==> src/rtl/ex_operand_stage.sv <==
// Execute-stage operand register: resolves forwarding or hazard stalls and hands signed operands downstream.
// Define EX_OPERAND_FORWARD_EN to forward from EX/MEM and MEM/WB; otherwise RAW hazards stall the input.
module ex_operand_stage (
    input  logic               clk,
    input  logic               rst,
    input  logic               in_valid,
    output logic               in_ready,
    input  logic [4:0]         rs1_addr,
    input  logic [4:0]         rs2_addr,
    input  logic [4:0]         rd_addr,
    input  logic [63:0]        rs1_data,
    input  logic [63:0]        rs2_data,
    input  logic [63:0]        imm,
    input  logic               use_imm,
    input  logic [3:0]         alu_op,
    input  logic               exm_valid,
    input  logic               exm_wen,
    input  logic [4:0]         exm_rd,
    input  logic [63:0]        exm_result,
    input  logic               mwb_valid,
    input  logic               mwb_wen,
    input  logic [4:0]         mwb_rd,
    input  logic [63:0]        mwb_result,
    input  logic               flush,
    output logic               out_valid,
    input  logic               out_ready,
    output logic signed [63:0] out_a,
    output logic signed [63:0] out_b,
    output logic [4:0]         out_rd,
    output logic [3:0]         out_op,
    output logic               hazard_stall,
    output logic [15:0]        stall_cycles
);

    // x0 is hardwired to zero, so it never matches a pending writeback
    function automatic logic wb_match(input logic v, input logic w,
                                      input logic [4:0] rd, input logic [4:0] src);
        return v && w && (rd != 5'd0) && (rd == src);
    endfunction

    logic        rs1_exm_s;
    logic        rs1_mwb_s;
    logic        rs2_exm_s;
    logic        rs2_mwb_s;
    logic [63:0] opa_s;
    logic [63:0] opb_s;
    logic        hazard_s;
    logic        accept_s;

    assign rs1_exm_s = wb_match(exm_valid, exm_wen, exm_rd, rs1_addr);
    assign rs1_mwb_s = wb_match(mwb_valid, mwb_wen, mwb_rd, rs1_addr);
    assign rs2_exm_s = wb_match(exm_valid, exm_wen, exm_rd, rs2_addr);
    assign rs2_mwb_s = wb_match(mwb_valid, mwb_wen, mwb_rd, rs2_addr);

`ifdef EX_OPERAND_FORWARD_EN
    // Operand selection with EX/MEM taking priority over the older MEM/WB result
    always_comb begin
        opa_s    = rs1_data;
        opb_s    = rs2_data;
        hazard_s = 1'b0;
        if (rs1_exm_s) begin
            opa_s = exm_result;
        end else if (rs1_mwb_s) begin
            opa_s = mwb_result;
        end else begin
            opa_s = rs1_data;
        end
        if (use_imm) begin
            opb_s = imm;
        end else if (rs2_exm_s) begin
            opb_s = exm_result;
        end else if (rs2_mwb_s) begin
            opb_s = mwb_result;
        end else begin
            opb_s = rs2_data;
        end
    end
`else
    // Register-file operands only; any pending write to a used source holds the input
    always_comb begin
        opa_s    = rs1_data;
        opb_s    = rs2_data;
        hazard_s = 1'b0;
        if (use_imm) begin
            opb_s    = imm;
            hazard_s = in_valid && (rs1_exm_s || rs1_mwb_s);
        end else begin
            opb_s    = rs2_data;
            hazard_s = in_valid && (rs1_exm_s || rs1_mwb_s || rs2_exm_s || rs2_mwb_s);
        end
    end
`endif

    assign hazard_stall = hazard_s;
    assign in_ready     = (!out_valid || out_ready) && !hazard_s && !flush;
    assign accept_s     = in_valid && in_ready;

    // Output register: reset, then flush, then capture, then drain on downstream ready
    always_ff @(posedge clk) begin
        if (rst) begin
            out_valid <= 1'b0;
            out_a     <= 64'sd0;
            out_b     <= 64'sd0;
            out_rd    <= 5'd0;
            out_op    <= 4'd0;
        end else if (flush) begin
            out_valid <= 1'b0;
        end else if (accept_s) begin
            out_valid <= 1'b1;
            out_a     <= opa_s;
            out_b     <= opb_s;
            out_rd    <= rd_addr;
            out_op    <= alu_op;
        end else if (out_ready) begin
            out_valid <= 1'b0;
        end else begin
            out_valid <= out_valid;
        end
    end

    // Saturating count of cycles where upstream offered data but was refused
    always_ff @(posedge clk) begin
        if (rst) begin
            stall_cycles <= 16'd0;
        end else if (in_valid && !in_ready && (stall_cycles != 16'hFFFF)) begin
            stall_cycles <= stall_cycles + 16'd1;
        end else begin
            stall_cycles <= stall_cycles;
        end
    end

endmodule
==> config.mk <==
export PLATFORM = sky130hd
export DESIGN_NAME = ex_operand_stage
export DESIGN_NICKNAME = d
export VERILOG_FILES = /design/src/rtl/ex_operand_stage.sv
export SDC_FILE = /design/constraint.sdc
export NUM_CORES = 1
export LEC_CHECK = 0
export CAP_MARGIN = 10
export CORE_AREA = 8 8 195 197
export CTS_CLUSTER_SIZE = 24
export DETAILED_ROUTE_END_ITERATION = 10
export DIE_AREA = 0 0 203 205
export PLACE_DENSITY = 0.52
export SLEW_MARGIN = 20
export SYNTH_ARGS = -nofsm -noshare
export SYNTH_HDL_FRONTEND = slang
export SYNTH_SLANG_ARGS = --single-unit
==> constraint.sdc <==
create_clock -name clk -period 2.2 [get_ports clk]
set_input_delay 0.44 -clock clk [delete_from_list [all_inputs] [get_ports clk]]
set_output_delay 0.44 -clock clk [all_outputs]
set_load 0.1 [all_outputs]
### Word level (Yosys, flattened, before mapping)

Cells that the tools add are included.

| word-level totals | value |
|---|---|
| register bits | 154 |
| word-level logic and storage cells | 45 |

| operators by class | value |
|---|---|
| equal/unequal tests | 5 |
| $add $sub $neg | 1 |
| multiplexer cells | 4 |
| reduce and logical (&&, ||, !) cells | 28 |
| bitwise gates (word level) | 1 |

Operator list:

| kind | number |
|---|---|
| 64-bit two-way mux | 1 |
| 5-bit == test | 4 |
| 16-bit by 1-bit adder with 16-bit output, second input constant | 1 |
| 16-bit inequality test, second input constant | 1 |
| 1-bit logical AND | 15 |
| 5-bit nonzero test | 2 |
| 1-bit logical NOT | 4 |
| 1-bit logical OR | 4 |
| 1-bit two-way mux | 3 |
| 2-bit AND reduction | 1 |
| 2-bit nonzero test | 1 |
| 2-bit OR reduction | 1 |
| 1-bit NOT | 1 |

### Logic depth before layout (Yosys ltp)

Gate-level depths: netlist of the first run.

| depth | value |
|---|---|
| depth after elaboration | 14 |
| gate-level depth with buffers | 9 |
| gate-level depth less buffers | 7 |

### Worst setup path after synthesis of the first run

No wires, ideal clock.

| path | value |
|---|---|
| path type | in2out |
| start | input port exm_rd[1] |
| end | output port in_ready |
| cell stages on the path | 5 |
| slack | -1.558 ns |
| arrival time | 3.318 ns |
| data required time | 1.760 ns |
| cells stage by stage | or4_1 o211ai_1 o22ai_1 and2_1 nor2b_1 |

| between the ends | value |
|---|---|
| longest elaborated chain between the ends | 11 |
| elaborated cells on any way between the ends | 15 |
| those cells by class | eq/ne (2); mux (1); reduce/logical (12) |

RTL lines:

| what | line | RTL |
|---|---|---|
| from (decl) | 18 | `input logic [4:0] exm_rd,` |
| 5-bit nonzero test | 38 | `return v && w && (rd != 5'd0) && (rd == src);` |
| 1-bit logical AND (2 in a row) | 38 |  |
| 1-bit logical OR | 86, 89 |  |
| 1-bit logical OR (2 in a row) | 89 | `hazard_s = in_valid && (rs1_exm_s \|\| rs1_mwb_s \|\| rs2_exm_s \|\| rs2_mwb_s);` |
| 1-bit logical AND | 89 |  |
| 1-bit two-way mux * | 84 | `if (use_imm) begin` |
| named net hazard_stall | 31 | `output logic hazard_stall,` |
| 1-bit logical NOT * | 95 | `assign in_ready = (!out_valid \|\| out_ready) && !hazard_s && !flush;` |
| 1-bit logical AND * (2 in a row) | 95 |  |
| to (decl) | 7 | `output logic in_ready,` |

The timed path passes the listed nets; every way through them passes the cells marked *.

### Final worst setup path of the first run

| path | value |
|---|---|
| start | input port mwb_rd[4] |
| end | output port in_ready |

| between the ends | value |
|---|---|
| longest elaborated chain between the ends | 11 |
| elaborated cells on any way between the ends | 15 |
| those cells by class | eq/ne (2); mux (1); reduce/logical (12) |

RTL lines:

| what | line | RTL |
|---|---|---|
| from (decl) | 22 | `input logic [4:0] mwb_rd,` |
| 5-bit nonzero test | 38 |  |
| 1-bit logical AND (2 in a row) | 38 |  |
| 1-bit logical OR | 86, 89 |  |
| 1-bit logical OR (2 in a row) | 89 |  |
| 1-bit logical AND | 89 |  |
| 1-bit two-way mux * | 84 |  |
| 1-bit logical NOT * | 95 |  |
| 1-bit logical AND * (2 in a row) | 95 |  |

Mark *: on every way between the ends. The rest lies on a longest branch, timed or not.

==> run metrics, run 1 <==
vias in the first global route=7095; cts hold-fix bufs=0; die height=205 um; Rows=69; share of the synthesized area in the top cell type=48.0%; final max-slew violation count=0; GP Congestion=0.779; R2R Setup Slk=0.19 ns; Cells after DPL=1602; initial drt markers=185; WS Path Type=in2out; post-synthesis cell type count=34; All-Layer GR Usage=12.4%; initial core utilization=18.4%; Clock transition at path regs=0.06 ns; Area contributors post-synth=dfxtp_1 (48%), mux2i_1 (10%), nand2_1 (8.8%); Tot Pwr=8.70 mW; area leader, netlist=dfxtp_1; average size of a mapped cell=8.63 um2; Worst setup EP type=primary output; Worst Hold Class=reg2reg; clk_skew=0.0111 ns; most common cell in the synthesized netlist=dfxtp_1; DRC Markers=0; CTS Buf Count=17; syn_nets=1104; # fillers=3636; Post-Syn Instances=744; EDFF count, synth=0; drt wl/cell=16.9 um; worst reg2reg path endpoint=stall_cycles[15]; IO Pins=515; Ys Warns=0; Final Cycle Share=110%; Pleak=4.95 nW; H-Tree Depth=4; failing checks=setup timing; global route overflow=0; worst-skew pair later-pin latency=0.44 ns; CTS max path bufs=2; Yosys reg bits=154; CP required=1.76 ns; min Tclk post-route=2.43 ns; Synth-to-Final Area Change=89.4%; nets=1549; CP Launch Type=input port; TritonCTS clock tree=built; Final Instance Area=12200 um2; top cells by count, synth=dfxtp_1 (154), nand2_1 (150), a21oi_1 (86), nor2_1 (69), a211oi_1 (65); TritonRoute pass-1 iters=4; Max transition margin=47.9%; outcome=complete, but fails checks; first-pass GRT wire length=40500 um; R2R depth=8; ant diodes=0; Port Buffers=386; Synth Flop Type=dfxtp_1; Final Hold Viols=0; fin worst setup slack=-0.230 ns; routed vias=6978; Die ar.=41600 um2; Core ar.=35000 um2; Final setup viols=6; Pwr Density=716 nW/um2; Worst setup endpoint=in_ready; max_cap viols=0; crit path from=mwb_rd[4]; Seq/Total Area, Yosys=48.0%; FFs w/ async S/R, synth=0%; DR vias/cell=4.20; cell area after placement=10900 um2; post-synthesis cell area=6420 um2; Reg-to-Reg Start=stall_cycles[0]; fmax=412 MHz; hpwl dp=21000 um; largest net degree at the start of global routing=47; Die W=203 um; RSZ-0062 raised after global routing=yes; Worst Path Arrival=1.99 ns; crit path max fanout=2; wirelength, routed=28000 um; fin cells=1662; DRT antenna net count=0; clock root buffer=clkbuf_16; initial antenna violation count=2; share of layout cells above drive strength 1=30.4%; total clock sinks=154; Slew @ Worst Pin=0.782 ns; peak supply drop=518 uV
-- logic make-up after synthesis --
family | after synthesis | share of synthesized area (%)
and+or+nand+nor | 268 | 17.5
muxes | 67 | 10.5
xor gates and xnor gates | 20 | 2.73
buffers and inverters | 62 | 4.13
AOI/OAI and AO/OA | 172 | 16.9
adders and majority gates | 1 | 0.195
DFF | 154 | 48.0
-- cells in the final DEF, fill, tap and decap left out, types with 4 or more instances in the layout --
cell type and count:
nand2_1 150, dfxtp_2 12, clkbuf_16 25, buf_12 12
a21oi_1 71, nand3_1 15, clkdlybuf4s50_1 208, a211oi_1 49
xnor2_1 16, and3_1 5, dfxtp_1 138, buf_2 10
nor2_1 69, o31ai_1 11, a211oi_2 16, buf_4 216
dfxtp_4 4, a21oi_2 15, buf_6 16, dlygate4sd2_1 6
mux2i_1 64, or4_1 11, inv_6 5, buf_8 8
-- critical path: stages --
cell      delay, ns
buf_6          0.10
buf_6          0.10
or4_1          0.51
o211ai_1       0.17
buf_4          0.15
o22ai_2        0.07
and2_4         0.15
nor2b_4        0.12
buf_12         0.18
-- worst min-delay path by stage --
stage / slack, ns / cells after the start / start / to
2_1_floorplan: 0.51 / 1 / flush / out_valid
3_3_place_gp: 0.44 / 2 / out_a[57] / out_a[57]
3_5_place_dp: 0.45 / 2 / out_a[4] / out_a[4]
4_1_cts: 0.45 / 2 / rst / out_a[0]
5_1_grt: 0.47 / 2 / out_a[47] / out_a[47]
6_report: 0.45 / 2 / out_a[4] / out_a[4]
-- cell type report --
| class | instances | area, um2 | area share (%) |
|---|---|---|---|
| Timing Repair Buffer | 486 | 4540 | 37.4 |
| Clock buffer | 19 | 464 | 3.82 |
| Clock inverter | 12 | 135 | 1.11 |
| Inverter | 2 | 7.51 | 0.0617 |
| Tap cell | 461 | 577 | 4.74 |
| Sequential cell | 154 | 3110 | 25.6 |
| Multi-Input combinational cell | 528 | 3320 | 27.3 |
-- stage by stage --
step | utilization (%) | setup TNS, ns | hold slack (ns) | worst slack, ns
final | 34.8 | -0.546 | 0.454 | -0.230
after detailed placement | 31.3 | -80.48 | 0.447 | -0.721
after CTS | 33.2 | -0.481 | 0.450 | -0.261
after floorplan | - | -0.368 | 0.511 | -0.363
after global placement | 31.3 | -74.97 | 0.443 | -0.611
after global routing | 34.8 | -2.01 | 0.470 | -0.295
-- flip-flops by register name, indices dropped and copies added, names as in the netlist --
signal        cells
out_a            64
out_b            64
out_op            4
out_rd            5
out_valid         1
stall_cycles     16
-- power by group --
group / leakage (nW) / internal, mW / switching [mW] / total [mW]
Combinational: 3.38 / 0.933 / 1.70 / 2.63
Sequential: 1.27 / 2.94 / 0.0867 / 3.03
Clock: 0.296 / 1.78 / 1.27 / 3.04
Total: 4.95 / 5.65 / 3.06 / 8.70
-- layer usage --
metal  up-vias  track usage, %  part of all wire, %
met4         4            4.79                  1.9
met1      3171            14.3                   42
li1       3500               -                    -
met5         -               0                0.082
met3        33            5.61                  8.8
met2       270            20.0                   48
-- what timing repair did --
item | CTS | global route
cloned | 0 | 7
resized for setup | 65 | 67
buffers inserted | 8 | 15
pin swaps | 15 | 41
setup endpoints to repair | 113 | 54
Power figures use the tool's default switching activity.
==> run 2: changes to the inputs <==
--- a/config.mk
+++ b/config.mk
@@ -12,5 +12,5 @@
 export DIE_AREA = 0 0 203 205
 export PLACE_DENSITY = 0.52
-export SLEW_MARGIN = 20
+export SLEW_MARGIN = 40
 export SYNTH_ARGS = -nofsm -noshare
 export SYNTH_HDL_FRONTEND = slang
==> constraint.sdc (replaced) <==
create_clock -name clk -period 2.2 [get_ports clk]
set_input_delay 0.44 -clock clk [delete_from_list [all_inputs] [get_ports clk]]
set_output_delay 0.44 -clock clk [all_outputs]
set_load 0.01 [all_outputs]
==> run metrics, run 2 (synthesis gave the netlist of run 1 again) <==
total clock sinks=154 (unchanged); worst reg2reg path endpoint=stall_cycles[15]; CP top delay family=simple AND/OR/NAND/NOR gates; commonest non-fill, non-tap cells in the layout=clkdlybuf4s50_1 (362), dfxtp_1 (154), nand2_1 (144); CTS Buf Count=17 (unchanged); global route overflow=0 (unchanged); WS Path Type=in2out; CP max stage cell=or4_1; CP Depth=7 (-2); hpwl dp=21000 um (-0.32%); peak supply drop=509 uV (-1.6%); Core ar.=35000 um2 (unchanged); H-Tree Depth=4 (unchanged); DRC Markers=0 (unchanged); Max transition margin=63.2% (+15 points); GP Congestion=0.814 (+4.5%); largest net degree at the start of global routing=42 (-11%); Bufs and invs on worst path=2 (-2); fin util=36.2% (+1.4 points); clk_skew=0.0113 ns (+0.000176 ns); min Tclk post-route=2.28 ns (-0.148 ns); nets=1541 (-0.52%); vias in the first global route=7118 (+0.32%); die height=205 um (unchanged); worst-skew pair later-pin latency=0.43 ns (about the same); Die ar.=41600 um2 (unchanged); Hold Slack=0.454 ns (-0.000375 ns); initial drt markers=189 (+2.2%); Crit path largest cell delay=0.50 ns (about the same); Die W=203 um (unchanged); WHS Path Cells=2 (unchanged); Top Registers=out_a: 64 flops, out_b: 64 flops, stall_cycles: 16 flops; share of layout cells above drive strength 1=16.7% (-14 points); outcome=complete, but fails checks; Clock transition at path regs=0.06 ns (about the same); CTS max path bufs=2 (unchanged); initial antenna violation count=4 (+2); clock root buffer=clkbuf_16; first-pass GRT wire length=41900 um (+3.6%); routed vias=6941 (-0.53%); Pwr Density=623 nW/um2 (-13%); most common cell after layout, fill and taps aside=clkdlybuf4s50_1; Post-Place Worst Slack=-0.842 ns (-0.121 ns); # fillers=3569 (-1.8%); Rows=69 (unchanged); TritonRoute pass-1 iters=4 (unchanged); fin worst setup slack=-0.0819 ns (+0.148 ns); Multi-input gate area=3360 um2 (+1.1%); Slew @ Worst Pin=0.551 ns (-0.231 ns); CP Launch Type=input port; DR vias/cell=4.19 (-0.17%); drt wl/cell=17.2 um (+2.0%); initial core utilization=18.4% (unchanged); final max-slew violation count=0 (unchanged); Final Hold Viols=0 (unchanged); Port Buffers=386 (unchanged); Final Cycle Share=104% (-6.7 points); crit path max fanout=2 (unchanged); Worst Path Arrival=1.84 ns (-0.15 ns); Worst Hold Class=reg2reg; Reg-to-Reg Start=stall_cycles[1]; wirelength, routed=28500 um (+1.7%); RSZ-0062 raised after global routing=yes; Hold Path Origin=out_a[28]; All-Layer GR Usage=12.9% (+0.45 points); TritonCTS clock tree=built; CP required=1.76 ns (about the same); failing checks=setup timing; IO Pins=515 (unchanged); Pleak=4.70 nW (-5.1%); Final setup viols=2 (-4); Synth-to-Final Area Change=97.0%; fmax=438 MHz (+6.5%); Hold Path Sink=out_a[28]; DRT antenna net count=0 (unchanged); FF+latch area=3080 um2 (-0.96%); max_cap viols=0 (unchanged); R2R Setup Slk=0.26 ns (+0.07 ns); R2R depth=8 (unchanged); Worst setup EP type=primary output; CP cell instances=buf_8 > or4_1 > o211ai_1 > o22ai_2 > and2_4 > nor2b_1 > buf_2
-- run 2: cell count changes in the layout (fill, tap and decap cells not counted), sizes merged --
cell / change
clkdlybuf4s15: +1
clkinvlp: +1
bufinv: +1
inv: +1
clkinv: -2
clkdlybuf4s50: +154
buf: -164
diode: +1
clkbuf: +1
-- run 2: how the worst max path moves through the flow --
stage,start,end,slack [ns]
after global placement,exm_rd[2],in_ready,-0.83
after global routing,exm_rd[4],in_ready,-0.17
after detailed placement,exm_rd[2],in_ready,-0.84
final,exm_rd[4],in_ready,-0.08
after floorplan,exm_rd[2],stall_cycles[7],-0.002
after CTS,exm_rd[4],in_ready,-0.06
-- run 2: worst register-to-register path, stage by stage (launching register included) --
cell and delay, ns:
dfxtp_1 0.42, ha_1 0.20, nand2_1 0.13, nor3_1 0.26, nand3_1 0.13, nand2_1 0.13
buf_12 0.18, nor3_1 0.08, mux2_1 0.30
-- run 2: stage by stage --
| step | cells | setup TNS [ns] | instance area, um2 | power [mW] |
|---|---|---|---|---|
| 2_1_floorplan | 744 | -0.00221 | 6430 | 3.60 |
| 3_3_place_gp | 1596 | -76.05 | 11300 | 4.61 |
| 3_5_place_dp | 1596 | -79.75 | 11300 | 4.62 |
| 4_1_cts | 1642 | -0.0627 | 12200 | 7.91 |
| 5_1_grt | 1655 | -0.713 | 12600 | 8.26 |
| 6_report | 1656 | -0.0961 | 12600 | 7.88 |
-- run 2: per-layer routing --
layer / global-route usage [%] / part of all wire [%] / vias up
li1: - / - / 3473
met1: 14.3 / 41 / 3163
met2: 21.0 / 47 / 266
met3: 6.66 / 10 / 31
met4: 4.38 / 1.6 / 8
met5: 0 / 0.18 / -
-- run 2: final cells by class --
class | count | area share (%)
clock inverter | 13 | 1.44
inverter | 2 | 0.0593
sequential | 154 | 24.4
antenna | 1 | 0.0198
tap | 461 | 4.56
clock buffer | 19 | 3.50
timing repair buffer | 478 | 39.5
multi-input combinational | 528 | 26.5
-- run 2: power by group --
group          total, mW  leakage, nW  switching [mW]  internal [mW]
clock network       3.16        0.301            1.31           1.85
logic               1.69         3.13           0.677           1.01
registers           3.02         1.26          0.0806           2.94
total               7.88         4.70            2.07           5.81
-- run 2: repair_timing --
item,4_1_cts,5_1_grt
setup buffers,12,10
hold buffers,0,0
pin swaps,31,26
endpoints found under the setup margin,89,148
resized for setup,80,79
cloned,3,7
